[config.mk]
export PLATFORM = sky130hd
export DESIGN_NAME = instr_queue
export DESIGN_NICKNAME = d
export VERILOG_FILES = /design/src/rtl/instr_queue.sv
export SDC_FILE = /design/constraint.sdc
export NUM_CORES = 1
export LEC_CHECK = 0
export CAP_MARGIN = 20
export CORE_MARGIN = 2
export CORE_UTILIZATION = 51
export CTS_BUF_LIST = sky130_fd_sc_hd__clkbuf_4
export CTS_CLUSTER_DIAMETER = 30
export DETAILED_ROUTE_END_ITERATION = 10
export PLACE_DENSITY = 0.79
export SLEW_MARGIN = 20
export SYNTH_ARGS = -nofsm -noshare
export SYNTH_HDL_FRONTEND = slang
export SYNTH_SLANG_ARGS = --single-unit
[constraint.sdc]
create_clock -name clk -period 16.49 [get_ports clk]
set_input_delay 3.298 -clock clk [delete_from_list [all_inputs] [get_ports clk]]
set_output_delay 3.298 -clock clk [all_outputs]
set_load 0.02 [all_outputs]
[src/rtl/instr_queue.sv]
// Purpose: FIFO of fetched instructions between fetch and decode, with branch-flush and sticky overflow.
// Latency: 1 cycle push-to-d_valid; head fields are first-word-fall-through from the entry at rd_ptr.
// Backpressure: fetch_hold asserts at DEPTH-1 entries; pushes into a full queue are dropped and flagged.
//
// Ports:
//   clk, reset                      - single clock, synchronous active-high reset
//   f_valid/f_instruction/f_cur_pc/f_incremented_pc - fetch-side push
//   fetch_hold                      - asks fetch to stop presenting instructions
//   pc_src/branch_target            - redirect to fetch, straight from execute
//   ex_branch_taken/ex_branch_target - execute-side taken branch (flushes the queue)
//   d_valid/d_ready/d_*             - decode-side head entry and handshake
//   count, overflow_err             - occupancy and sticky dropped-push flag

// Widths normally come from definitions.vh; these defaults keep the file standalone.
`ifndef WORD
`define WORD 64
`endif
`ifndef INSTR_LEN
`define INSTR_LEN 32
`endif

module instr_queue #(
    parameter int DEPTH = 4  // power of two, 2..16
) (
    input  logic                    clk,
    input  logic                    reset,
    input  logic                    f_valid,
    input  logic [`INSTR_LEN-1:0]   f_instruction,
    input  logic [`WORD-1:0]        f_cur_pc,
    input  logic [`WORD-1:0]        f_incremented_pc,
    output logic                    fetch_hold,
    output logic                    pc_src,
    output logic [`WORD-1:0]        branch_target,
    input  logic                    ex_branch_taken,
    input  logic [`WORD-1:0]        ex_branch_target,
    output logic                    d_valid,
    input  logic                    d_ready,
    output logic [`INSTR_LEN-1:0]   d_instruction,
    output logic [`WORD-1:0]        d_pc,
    output logic [`WORD-1:0]        d_incremented_pc,
    output logic [$clog2(DEPTH):0]  count,
    output logic                    overflow_err
);

    localparam int PW = $clog2(DEPTH);
    localparam int CW = PW + 1;

    typedef struct packed {
        logic [`INSTR_LEN-1:0] instr;
        logic [`WORD-1:0]      pc;
        logic [`WORD-1:0]      inc_pc;
    } entry_t;

    entry_t          mem [DEPTH];
    logic [PW-1:0]   wr_ptr;
    logic [PW-1:0]   rd_ptr;
    logic [CW-1:0]   count_q;
    logic            overflow_q;

    logic            full;
    logic            push;
    logic            pop;
    entry_t          head;

    assign full = (count_q == CW'(DEPTH));
    // A taken branch kills both sides: the incoming fetch is on the wrong path
    // and decode must not consume anything that is about to be discarded.
    assign push = f_valid && !full && !ex_branch_taken;
    assign pop  = d_valid && d_ready && !ex_branch_taken;

    assign head             = mem[rd_ptr];
    assign d_valid          = (count_q != '0);
    assign d_instruction    = head.instr;
    assign d_pc             = head.pc;
    assign d_incremented_pc = head.inc_pc;

    // Hold one entry early: the instruction already in flight from fetch
    // still lands in the last free slot.
    assign fetch_hold = (count_q >= CW'(DEPTH - 1));

    assign pc_src        = ex_branch_taken;
    assign branch_target = ex_branch_target;

    assign count        = count_q;
    assign overflow_err = overflow_q;

    // Control state. Reset beats flush, flush beats push/pop.
    always_ff @(posedge clk) begin
        if (reset) begin
            wr_ptr     <= '0;
            rd_ptr     <= '0;
            count_q    <= '0;
            overflow_q <= 1'b0;
        end else if (ex_branch_taken) begin
            wr_ptr  <= '0;
            rd_ptr  <= '0;
            count_q <= '0;
        end else begin
            // DEPTH is a power of two, so natural pointer overflow is the wrap.
            if (push) wr_ptr <= wr_ptr + PW'(1);
            if (pop)  rd_ptr <= rd_ptr + PW'(1);
            count_q <= count_q + CW'(push) - CW'(pop);
            if (f_valid && full) overflow_q <= 1'b1;
        end
    end

    // Entry storage carries no reset; contents are don't-care while invalid.
    always_ff @(posedge clk) begin
        if (push) begin
            mem[wr_ptr] <= '{instr: f_instruction, pc: f_cur_pc, inc_pc: f_incremented_pc};
        end
    end

endmodule

### After elaboration in Yosys (flattened, before gate mapping)

Memory sizes are Yosys's and may differ from the RTL's. A register that Yosys moved wholly into a read port is not among the register bits.
Cells that the tools add are included.

* bits in registers: 8
* memory bits (writable): 640
* output and inout bits: 231
* memories kept: 1

* add/subtract/negate cells: 4
* order comparisons: 1
* eq/ne operators: 1
* mux-type cells: 4
* bitwise logic cells: 1
* reduce and logical (&&, ||, !) cells: 10

Memory list
* mem: words 4, width 160, read ports 1, clocked after memory_dff 1, wr ports 1, line 54 `entry_t mem [DEPTH];`

Operators with widths (number)
* 1-bit logical AND: 5
* 2-bit by 1-bit adder with 2-bit output (second input constant): 2
* 2-bit two-way mux: 2
* 3-bit by 1-bit adder with 3-bit output: 1
* 3-bit == test (second input constant): 1
* 3-bit by 2-bit >= comparator with 1-bit output (second input constant): 1
* 3-bit nonzero test: 1
* 3-bit by 1-bit subtractor with 3-bit output: 1
* 1-bit logical NOT: 2
* 1-bit two-way mux: 2
* 2-bit AND reduction: 1
* 2-bit OR reduction: 1
* 1-bit inverter: 1

### Longest topological paths before layout

* word-level depth: 6
* depth in mapped cells: 10
* depth with buffers taken out: 9

### Worst setup path after synthesis

OpenSTA, ideal clock, no wires.

* path kind: input to register
* from: in ex_branch_taken
* to: mem mem[0][0] (netlist bit), enable pin
* arrival: 7.383 ns
* required time: 15.951 ns
* slack: 8.568 ns
* cell stages on the path: 3
* buffers on the path: 0
* cell sequence: nand2b_1 -> nor2_1 -> and2_1

* word-level cells in the longest chain between the ends: 4

RTL lines
* start, declared: line 34 `input logic ex_branch_taken,`
* 1-bit logical NOT: line 68 `assign push = f_valid && !full && !ex_branch_taken;`
* 1-bit logical AND: line 68
* 1-bit two-way mux: line 109 `if (push) begin`
* 1-bit two-way mux (not written as such): line 110 `mem[wr_ptr] <= '{instr: f_instruction, pc: f_cur_pc, inc_pc: f_incremented_pc};`
* end, declared: line 54

Every way passes these cells.

==> out/results.tsv <==
stage	metric	value	unit
status	status	finished, final reports clean	
final_layout	area_delta_synth_final	23.3	%
die	start_util	0.518	
timing	final-hold-violation-count	0	
global_routing	grt_first_pass_wirelength	71.4	mm
power	power_per_cell_area	113	mW/mm^2
critical_path	crit_type	flop to output pin	
final_layout	finish.utilization	0.638	
timing	slew_headroom	0.341	
synth	yosys.area.top_type	edfxtp_1	
synth	syn_inst	961	
clock_network	insertion_delay	0.97	ns
placed_design	placement.io_buffers	331	
timing	setup_viol	0	
clock_network	hold_buffers	0	
synth	yosysMostFrequentCell	edfxtp_1	
synth	synthTopCellsByArea	edfxtp_1 80%, mux4_2 15%, buf_4 2.0%	
timing	rsz0062_at_grt	no	
clock_network	cts-resized-gates	0	
route	drc_errors	0	
die	dieArea	0.0490	sq mm
power	ir_drop	0.0919	mV
route	drt-pass1-iter-count	4	
synth	synth.distinct_cells	25	
synth	synth_top_area_frac	0.798	
power	p_leak	0.00950	uW
job	drv_cap	0	
worst_hold_path	hp-start	overflow_err	
critical_path	startpoint_type	flop	
critical_path	timing.rr.start	count[1]	
clock_network	clk_pin_slew_worst_paths	0.06	ns
final_layout	drive_gt1_frac	0.297	
timing	drv_slew	0	
synth	synth_edf_count	640	
critical_path	worstPathArrival	4.53	ns
die	row_count	79	
timing	min_period	7.83	ns
clock_network	cts_num_sinks	650	
die	die-height	221	um
timing	fin_crit_sh	0.475	
clock_network	cts_root_buf	clkbuf_4	
route	drt_iter0_drc	781	
synth	seq_area_frac_synth	0.806	
placed_design	dp_hpwl	28.4	mm
global_routing	grt_max_degree	64	
route	wire_per_inst	22.3	um
route	routed_wl	47.1	mm
synth	synth-main-ff-cell	edfxtp_1	
clock_network	clockBufferDepth	3	
placed_design	routabilityCongestion	0.764	
final_layout	fin_nets	1610	
clock_network	cts_tree	yes	
worst_hold_path	hp-class	flop to flop	
global_routing	grt_overflow	0	
die	ios	460	
synth	synth_nets	1198	
global_routing	grt_pass1_vias	12229	
timing	worst_pin_slew	0.989	ns
clock_network	cts_setup_buffers	0	
clock_network	cts_buffers	165	
synth	async_flop_share	0	
route	ant_nets	0	
global_routing	antenna_found_initial	3	
synth	synth_common_cells	640 x edfxtp_1, 160 x mux4_2, 65 x buf_4, 18 x buf_2, 11 x buf_6	
critical_path	critPathMaxFanout	45	
die	fp.dieW	221	um
timing	skew	0.0554	ns
synth	syn_avg_cell_area	25.1	sq um
global_routing	gr-usage-all-layers	0.196	
timing	setup_tns	0	ns
synth	syn_area	0.0241	sq mm
route	route.detailed.vias_per_inst	5.36	
die	coreArea	0.0466	sq mm
route	vias	11308	
critical_path	crit_required	13.19	ns
synth	yosys_warnings	0	
critical_path	end_kind	output pin	
clock_network	htree_levels	4	
synth	synth_seq_cells	650	
timing	fmax	128	MHz
kinds of logic after synthesis:
kind of cell / after synthesis / share of synthesized area
buffers and inverters: 111 / 0.0318
AND/OR/NAND/NOR: 22 / 0.00519
flip-flops: 650 / 0.806
XOR/XNOR: 1 / 0.000364
adder cells (fa/ha/maj): 8 / 0.00447
AO/OA/AOI/OAI: 6 / 0.00151
multiplexers: 163 / 0.151
cells in the final DEF (no fill, tap or decap), drive strengths merged:
master and n:
edfxtp 640, nor3b 1, mux2i 3, ha 7, clkbuf 241, clkinvlp 2
nand2b 1, or3 3, nor2 3, nand3b 1, mux4 160, and2 6
and3 1, inv 15, diode 5, bufinv 4, buf 16, nand2 4
nor3 2, a31oi 1, clkdlybuf4s50 331, o21ai 3, xnor2 1, fa 1
dfxtp 10, a21boi 2, clkinv 38
power breakdown:
part | internal (uW) | switching (uW) | leakage, uW
Combinational | 90.2 | 82.1 | 0.00234
Clock | 734 | 613 | 0.00127
Sequential | 1840 | 6.43 | 0.00590
worst paths after layout:
path | slack [ns] | depth (start not counted) | to
worst min-delay path | 0.50 | 2 | overflow_err
worst max-delay path | 8.66 | 4 | d_incremented_pc[30]
worst max register to register | 13.27 | 5 | mem[1][83]
worst min register to register | 0.50 | 2 | overflow_err
stage by stage:
stage	std cells	hold WS (ns)	setup slack (ns)	area (sq um)	total power [uW]
4_1_cts	2104	0.494	8.30	29700	3420
6_report	2109	0.497	8.66	29700	3370
3_5_place_dp	1813	0.472	8.68	27600	2060
3_3_place_gp	1813	0.459	8.69	27600	2050
2_1_floorplan	961	0.465	8.57	24100	1970
5_1_grt	2105	0.528	8.10	29700	3510
registers in the layout, summed over array words and instances, names as in the netlist, named ones only:
signal	flops
mem	640
count	3
rd_ptr	2
wr_ptr	2
overflow_err	1
routing by layer:
metal,wire length [um],global-route usage
met5,13,0
met4,1040,0.0777
met3,4760,0.0960
met2,22900,0.300
met1,18400,0.242
critical path, cell delays in order, from the launching register on:
cell and delay (ns):
dfxtp_4 0.93, buf_4 0.64, buf_4 0.74, mux4_2 0.60, clkdlybuf4s50_1 0.61
cell type report:
| type | instances | area [sq um] |
|---|---|---|
| Timing Repair Buffer | 347 | 3430 |
| Clock inverter | 50 | 323 |
| Fill cell | 3096 | 16800 |
| Antenna cell | 5 | 12.5 |
| Inverter | 9 | 33.8 |
| Tap cell | 607 | 759 |
| Sequential cell | 650 | 19400 |
| Clock buffer | 241 | 1810 |
| Multi-Input combinational cell | 200 | 3920 |
Power figures use the tool's default switching activity.
